===== config.mk =====
export PLATFORM = sky130hd
export DESIGN_NAME = div_sqrt_result_queue
export DESIGN_NICKNAME = d
export VERILOG_FILES = /design/src/rtl/div_sqrt_pkg.sv /design/src/rtl/div_sqrt_result_fifo.sv /design/src/rtl/div_sqrt_result_queue.sv
export SDC_FILE = /design/constraint.sdc
export NUM_CORES = 1
export LEC_CHECK = 0
export ABC_AREA = 1
export BUFFER_PORTS_ARGS = -buffer_cell sky130_fd_sc_hd__buf_2
export CAP_MARGIN = 0
export CORE_UTILIZATION = 47
export DETAILED_ROUTE_END_ITERATION = 8
export GPL_ROUTABILITY_DRIVEN = 0
export PLACE_DENSITY = 0.76
export SYNTH_ARGS = -nofsm -noshare
export SYNTH_HDL_FRONTEND = slang
export SYNTH_HIERARCHICAL = 1
export SYNTH_SLANG_ARGS = --single-unit

===== constraint.sdc =====
create_clock -name clock -period 2.75 [get_ports clock]
set_input_delay 0.55 -clock clock [delete_from_list [all_inputs] [get_ports clock]]
set_output_delay 0.55 -clock clock [all_outputs]
set_load 0.1 [all_outputs]

===== src/rtl/div_sqrt_pkg.sv =====
// rtl/div_sqrt_pkg.sv - result-entry layout and exception-flag positions for div_sqrt_result_queue
//
// Purpose: shared widths and offsets of a queued result entry, derived from
// the recoded-format exponent/significand widths and the tag width.
// Entry layout, MSB to LSB: {tag, sqrt_op, out, exception_flags}.
// Ports: none (package).

package div_sqrt_pkg;

  localparam int FLAG_W        = 5;
  localparam int FLAG_INEXACT  = 0;
  localparam int FLAG_UNDERFLOW = 1;
  localparam int FLAG_OVERFLOW = 2;
  localparam int FLAG_INFINITE = 3;
  localparam int FLAG_INVALID  = 4;

  localparam int FLAGS_LSB = 0;
  localparam int OUT_LSB   = FLAGS_LSB + FLAG_W;

  function automatic int out_width(int exp_w, int sig_w);
    return exp_w + sig_w + 1;
  endfunction

  function automatic int sqrt_pos(int exp_w, int sig_w);
    return OUT_LSB + out_width(exp_w, sig_w);
  endfunction

  function automatic int tag_lsb(int exp_w, int sig_w);
    return sqrt_pos(exp_w, sig_w) + 1;
  endfunction

  function automatic int entry_width(int exp_w, int sig_w, int tag_w);
    return tag_lsb(exp_w, sig_w) + tag_w;
  endfunction

endpackage


===== src/rtl/div_sqrt_result_fifo.sv =====
// rtl/div_sqrt_result_fifo.sv - synchronous width/depth FIFO with occupancy output
//
// Purpose: stores captured results in arrival order; head is read
// combinationally from storage so it holds stable until popped.
// Ports:
//   clock    in   rising-edge clock
//   reset    in   synchronous active-high reset (pointers and count only)
//   wr_en    in   push wr_data
//   wr_data  in   WIDTH-bit entry
//   rd_en    in   pop head (caller guarantees count != 0)
//   rd_data  out  head entry
//   count    out  occupancy, 0..DEPTH

module div_sqrt_result_fifo #(
  parameter int WIDTH = 8,
  parameter int DEPTH = 2
) (
  input  logic                       clock,
  input  logic                       reset,
  input  logic                       wr_en,
  input  logic [WIDTH-1:0]           wr_data,
  input  logic                       rd_en,
  output logic [WIDTH-1:0]           rd_data,
  output logic [$clog2(DEPTH):0]     count
);

  localparam int PW = $clog2(DEPTH);
  localparam int CW = PW + 1;

  logic [WIDTH-1:0] mem [DEPTH];
  logic [PW-1:0]    wr_ptr;
  logic [PW-1:0]    rd_ptr;

  assign rd_data = mem[rd_ptr];

  // Storage carries no reset; stale entries are unreachable once pointers clear.
  always_ff @(posedge clock) begin
    if (wr_en) begin
      mem[wr_ptr] <= wr_data;
    end
  end

  always_ff @(posedge clock) begin
    if (reset) begin
      wr_ptr <= '0;
      rd_ptr <= '0;
      count  <= '0;
    end else begin
      assert (!(wr_en && count == CW'(DEPTH)));
      if (wr_en) begin
        wr_ptr <= wr_ptr + PW'(1);
      end
      if (rd_en) begin
        rd_ptr <= rd_ptr + PW'(1);
      end
      case ({wr_en, rd_en})
        2'b10:   count <= count + CW'(1);
        2'b01:   count <= count - CW'(1);
        default: count <= count;
      endcase
    end
  end

endmodule


===== src/rtl/div_sqrt_result_queue.sv =====
// rtl/div_sqrt_result_queue.sv - credit-gated issue and result capture around divSqrtRecFN
//
// Purpose: admits an operation only when a FIFO slot is guaranteed for its
// result, remembers the tag of the single in-flight operation, and queues each
// outValid pulse so the consumer can apply backpressure.
// Ports:
//   clock, reset                 rising-edge clock, synchronous active-high reset
//   req_valid/req_ready/req_tag  upstream issue handshake and tag
//   unit_inReady/unit_inValid    divSqrtRecFN issue handshake
//   unit_outValid, unit_sqrtOpOut, unit_out, unit_exceptionFlags
//                                divSqrtRecFN result pulse and fields
//   resp_valid/resp_ready        consumer handshake on the FIFO head
//   resp_tag, resp_sqrtOp, resp_out, resp_exceptionFlags
//                                head entry fields
//   err_spurious                 sticky: result pulse with nothing in flight

module div_sqrt_result_queue
  import div_sqrt_pkg::*;
#(
  parameter int expWidth = 8,
  parameter int sigWidth = 24,
  parameter int tagWidth = 4,
  parameter int depth    = 2
) (
  input  logic                         clock,
  input  logic                         reset,
  input  logic                         req_valid,
  output logic                         req_ready,
  input  logic [tagWidth-1:0]          req_tag,
  input  logic                         unit_inReady,
  output logic                         unit_inValid,
  input  logic                         unit_outValid,
  input  logic                         unit_sqrtOpOut,
  input  logic [expWidth+sigWidth:0]   unit_out,
  input  logic [4:0]                   unit_exceptionFlags,
  output logic                         resp_valid,
  input  logic                         resp_ready,
  output logic [tagWidth-1:0]          resp_tag,
  output logic                         resp_sqrtOp,
  output logic [expWidth+sigWidth:0]   resp_out,
  output logic [4:0]                   resp_exceptionFlags,
  output logic                         err_spurious
);

  localparam int OW = out_width(expWidth, sigWidth);
  localparam int EW = entry_width(expWidth, sigWidth, tagWidth);
  localparam int SP = sqrt_pos(expWidth, sigWidth);
  localparam int TL = tag_lsb(expWidth, sigWidth);
  localparam int CW = $clog2(depth) + 1;
  localparam int SW = CW + 1;

  logic                inflight;
  logic [tagWidth-1:0] inflight_tag;
  logic [CW-1:0]       occupancy;
  logic                credit_ok;
  logic                issue;
  logic                capture;
  logic                dequeue;
  logic [EW-1:0]       wr_entry;
  logic [EW-1:0]       head;

  // Credit counts the in-flight op as already holding a slot, so its result
  // can never find the FIFO full. Registered state only: a pop frees credit
  // one cycle later.
  assign credit_ok    = ({1'b0, occupancy} + SW'(inflight)) < SW'(depth);
  assign req_ready    = unit_inReady & credit_ok & ~reset;
  assign unit_inValid = req_valid & req_ready;
  assign issue        = unit_inValid;

  // inflight_tag is read before the same-cycle issue overwrites it, so a
  // turnover cycle captures the old operation's tag.
  assign capture  = unit_outValid & inflight;
  assign wr_entry = {inflight_tag, unit_sqrtOpOut, unit_out, unit_exceptionFlags};

  assign resp_valid = (occupancy != '0);
  assign dequeue    = resp_valid & resp_ready;

  assign resp_tag            = head[TL +: tagWidth];
  assign resp_sqrtOp         = head[SP];
  assign resp_out            = head[OUT_LSB +: OW];
  assign resp_exceptionFlags = head[FLAGS_LSB +: FLAG_W];

  div_sqrt_result_fifo #(
    .WIDTH (EW),
    .DEPTH (depth)
  ) u_fifo (
    .clock   (clock),
    .reset   (reset),
    .wr_en   (capture),
    .wr_data (wr_entry),
    .rd_en   (dequeue),
    .rd_data (head),
    .count   (occupancy)
  );

  always_ff @(posedge clock) begin
    if (reset) begin
      inflight     <= 1'b0;
      inflight_tag <= '0;
      err_spurious <= 1'b0;
    end else begin
      if (issue) begin
        inflight     <= 1'b1;
        inflight_tag <= req_tag;
      end else if (unit_outValid) begin
        inflight <= 1'b0;
      end
      if (unit_outValid && !inflight) begin
        err_spurious <= 1'b1;
      end
    end
  end

endmodule

==> metrics.txt <==
# TYPE chip_impl_metric gauge
chip_impl_metric{name="postSynthNetCount",unit=""} 262
chip_impl_metric{name="cts_made_buffers",unit=""} 9
chip_impl_metric{name="postLayoutCoreUtil",unit=""} 0.590
chip_impl_metric{name="firstDrtPassIters",unit=""} 4
chip_impl_metric{name="worst-path-max-fanout",unit=""} 35
chip_impl_metric{name="cts_hold_repair.buffers",unit=""} 0
chip_impl_metric{name="filler_cell_count",unit=""} 623
chip_impl_metric{name="slew_violations",unit=""} 0
chip_impl_info{name="worst-setup-path-type",value="reg2out"} 1
chip_impl_metric{name="ys_async_sr_fraction",unit=""} 0
chip_impl_metric{name="post_route_setup_tns",unit="ps"} 0
chip_impl_metric{name="synth_simple_gate_area_share",unit=""} 0.0550
chip_impl_metric{name="synth_warnings",unit=""} 6
chip_impl_metric{name="syn-instance-count",unit=""} 212
chip_impl_metric{name="irDropWorstVdd",unit="V"} 0.000355
chip_impl_info{name="synthFlopType",value="edfxtp_1"} 1
chip_impl_info{name="yosys.cell_count.top_type",value="edfxtp_1"} 1
chip_impl_metric{name="ys_seq_area_frac",unit=""} 0.729
chip_impl_info{name="outcome",value="complete, no violations"} 1
chip_impl_metric{name="top_level_ports",unit=""} 96
chip_impl_metric{name="synthDominantCellAreaShare",unit=""} 0.672
chip_impl_metric{name="routed_wl",unit="mm"} 6.06
chip_impl_metric{name="timing_worst_slew_pin_value",unit="ps"} 507
chip_impl_metric{name="place.detailed.hpwl",unit="mm"} 4.20
chip_impl_metric{name="slew_headroom",unit=""} 0.665
chip_impl_metric{name="die_height",unit="microns"} 92.4
chip_impl_metric{name="synth-compound-area-share",unit=""} 0.00456
chip_impl_info{name="cp-end-kind",value="primary output"} 1
chip_impl_metric{name="multiInputGateArea",unit="sq um"} 892
chip_impl_info{name="class_of_the_tightest_hold_or_removal_check",value="in2reg"} 1
chip_impl_metric{name="ctsResizeCount",unit=""} 0
chip_impl_metric{name="drive_gt1_frac",unit=""} 0.520
chip_impl_metric{name="max_capacitance_violation_total",unit=""} 0
chip_impl_metric{name="clk-insertion-delay-late",unit="ps"} 360
chip_impl_info{name="synth_top_family_by_area",value="multiplexers"} 1
chip_impl_metric{name="wire_length_of_the_first_global_routing_pass",unit="mm"} 9.47
chip_impl_metric{name="post_synth_mux_area_share",unit=""} 0.165
chip_impl_metric{name="clk_pin_slew",unit="ps"} 100
chip_impl_metric{name="detail_route.drc_violations",unit=""} 0
chip_impl_metric{name="grt-ovfl-total",unit=""} 0
chip_impl_info{name="netlist_top_cells_count",value="edfxtp_1 (86), mux2_4 (40), nor2_1 (16)"} 1
chip_impl_metric{name="fp.dieArea",unit="sq um"} 8540
chip_impl_metric{name="ctsHtreeMaxLevel",unit=""} 3
chip_impl_info{name="hold_path.startpoint",value="unit_out[9]"} 1
chip_impl_info{name="synth.largest_area_cell",value="edfxtp_1"} 1
chip_impl_metric{name="worstPathArrival",unit="ps"} 1880
chip_impl_metric{name="ant_nets",unit=""} 0
chip_impl_info{name="cts-root-buf",value="clkbuf_8"} 1
chip_impl_metric{name="design.final.nets",unit=""} 366
chip_impl_metric{name="antenna_violations_before_repair",unit=""} 0
chip_impl_metric{name="post_synth_xor_area_fraction",unit=""} 0.00228
chip_impl_info{name="r2r-start",value="inflight"} 1
chip_impl_metric{name="cp_data_required_time",unit="ps"} 2200
chip_impl_metric{name="area_delta_synth_final",unit="%"} 19.8
chip_impl_metric{name="number_of_standard_cell_rows_in_the_floorplan",unit=""} 32
chip_impl_metric{name="antennaDiodeCount",unit=""} 0
chip_impl_metric{name="core",unit="sq um"} 7810
chip_impl_metric{name="grt_usage",unit=""} 0.148
chip_impl_metric{name="initial_core_utilization",unit=""} 0.492
chip_impl_metric{name="postCtsSetupRepairBufs",unit=""} 0
chip_impl_metric{name="first_global_vias",unit=""} 2030
chip_impl_metric{name="io_buffer_count",unit=""} 95
chip_impl_metric{name="max-clock-path-buffers",unit=""} 2
chip_impl_metric{name="worst_skew",unit="ps"} 9.55
chip_impl_metric{name="avgRoutedWirePerCell",unit="microns"} 14.3
chip_impl_metric{name="syn-mean-instance-area",unit="sq um"} 18.1
chip_impl_metric{name="worst_hold_slack",unit="ps"} 374
chip_impl_metric{name="setup-violations-final",unit=""} 0
chip_impl_metric{name="fp.dieW",unit="microns"} 92.4
chip_impl_metric{name="internal_reg_to_reg_setup_slack",unit="ps"} 1170
chip_impl_metric{name="synth_cell_type_count",unit=""} 23
chip_impl_metric{name="achievable-frequency",unit="MHz"} 411
chip_impl_metric{name="synth_seq_cells",unit=""} 97
chip_impl_metric{name="synthesis.area",unit="sq um"} 3840
chip_impl_metric{name="finalWorstPathRequiredPeriod",unit="ps"} 2430
chip_impl_metric{name="final.period_utilization",unit=""} 0.884
chip_impl_metric{name="power.density",unit="nW/um^2"} 684
chip_impl_metric{name="cts.sink_count",unit=""} 97
chip_impl_metric{name="routed_via_density",unit=""} 4.80
chip_impl_metric{name="vias",unit=""} 2031
chip_impl_metric{name="register_area",unit="sq um"} 2800
chip_impl_metric{name="final_hold_fails",unit=""} 0
chip_impl_info{name="synth_top_cells_by_area",value="edfxtp_1 (67%), mux2_4 (16%), dfxtp_1 (5.7%)"} 1
chip_impl_info{name="unrepaired_setup_endpoints_after_global_routing",value="no"} 1
chip_impl_metric{name="adder_and_majority_cell_fraction_of_the_synthesized_area",unit=""} 0.00326
chip_impl_info{name="start_kind",value="flip-flop"} 1
chip_impl_metric{name="grt_max_degree",unit=""} 36
chip_impl_info{name="cts_tree",value="built"} 1
chip_impl_metric{name="drt_first_iter_violations",unit=""} 63
chip_impl_metric{name="p_leak",unit="nW"} 1.84
chip_impl_metric{name="synth_edf_count",unit=""} 86
-- worst max-delay path, cell delays in order (launching register included) --
cell and delay, ps:
dfxtp_2 520, buf_12 310, mux2_2 380, buf_2 290
-- path summary, 6_finish.rpt --
path,cells past startpoint,endpoint
worst min register to register,0,u_fifo/mem[0][41]
worst min-delay path,1,u_fifo/mem[1][14]
worst max-delay path,3,resp_out[26]
worst max register to register,5,u_fifo/mem[0][42]
-- state kept, by name, indices dropped and copies added, names as in the netlist, named ones only --
signal and count:
err_spurious 1, inflight 1, inflight_tag 4, u_fifo/count 2, u_fifo/mem 86, u_fifo/rd_ptr 1
u_fifo/wr_ptr 1
-- area by class of cell --
type / count / share of cell area
repair buffers: 98 / 0.116
clock inverters: 7 / 0.0122
clock buffers: 9 / 0.0269
multi-input cells: 93 / 0.194
flip-flops and latches: 97 / 0.609
well taps: 102 / 0.0277
inverters: 17 / 0.0139
-- cell families (layout without fill, tap and decap cells) --
group	Yosys count	after routing
adders and majority gates	1	1
xor gates and xnor gates	1	1
muxes	43	43
buffers and inverters	22	131
and+or+nand+nor	45	45
AOI/OAI and AO/OA	3	3
DFF	97	97
-- layout by cell type, fill, tap and decap left out, drive strengths merged --
cell type	instances
edfxtp	86
o21ai	1
nor2	18
clkbuf	9
mux2	43
nand3	2
o21a	1
inv	18
ha	1
clkinv	3
or2	1
buf	98
nor3	1
dfxtp	11
nand4	6
a21oi	1
nand2	17
clkinvlp	3
xnor2	1
-- through the flow --
stage | total power (W) | worst slack (ps) | cell area (sq um) | instances
finish | 0.00315 | 320 | 4600 | 423
global route | 0.00327 | 261 | 4600 | 423
CTS | 0.00319 | 295 | 4600 | 423
detailed placement | 0.00236 | 698 | 4420 | 407
global placement | 0.00235 | 717 | 4420 | 407
floorplan | 0.00227 | 265 | 3840 | 212
-- where the power goes --
group | leakage (nW) | total, W | internal, W | switching (W)
sequential | 0.870 | 0.00166 | 0.00164 | 0.0000228
combinational | 0.882 | 0.000667 | 0.000164 | 0.000504
clock | 0.0833 | 0.000822 | 0.000336 | 0.000486
total | 1.84 | 0.00315 | 0.00214 | 0.00101
-- routing by layer --
metal	wire, microns	track usage
met1	2500	0.175
met2	3060	0.252
met3	393	0.0386
met4	111	0.0703
met5	0	0
Note: power is estimated with default switching activity, not from simulation.
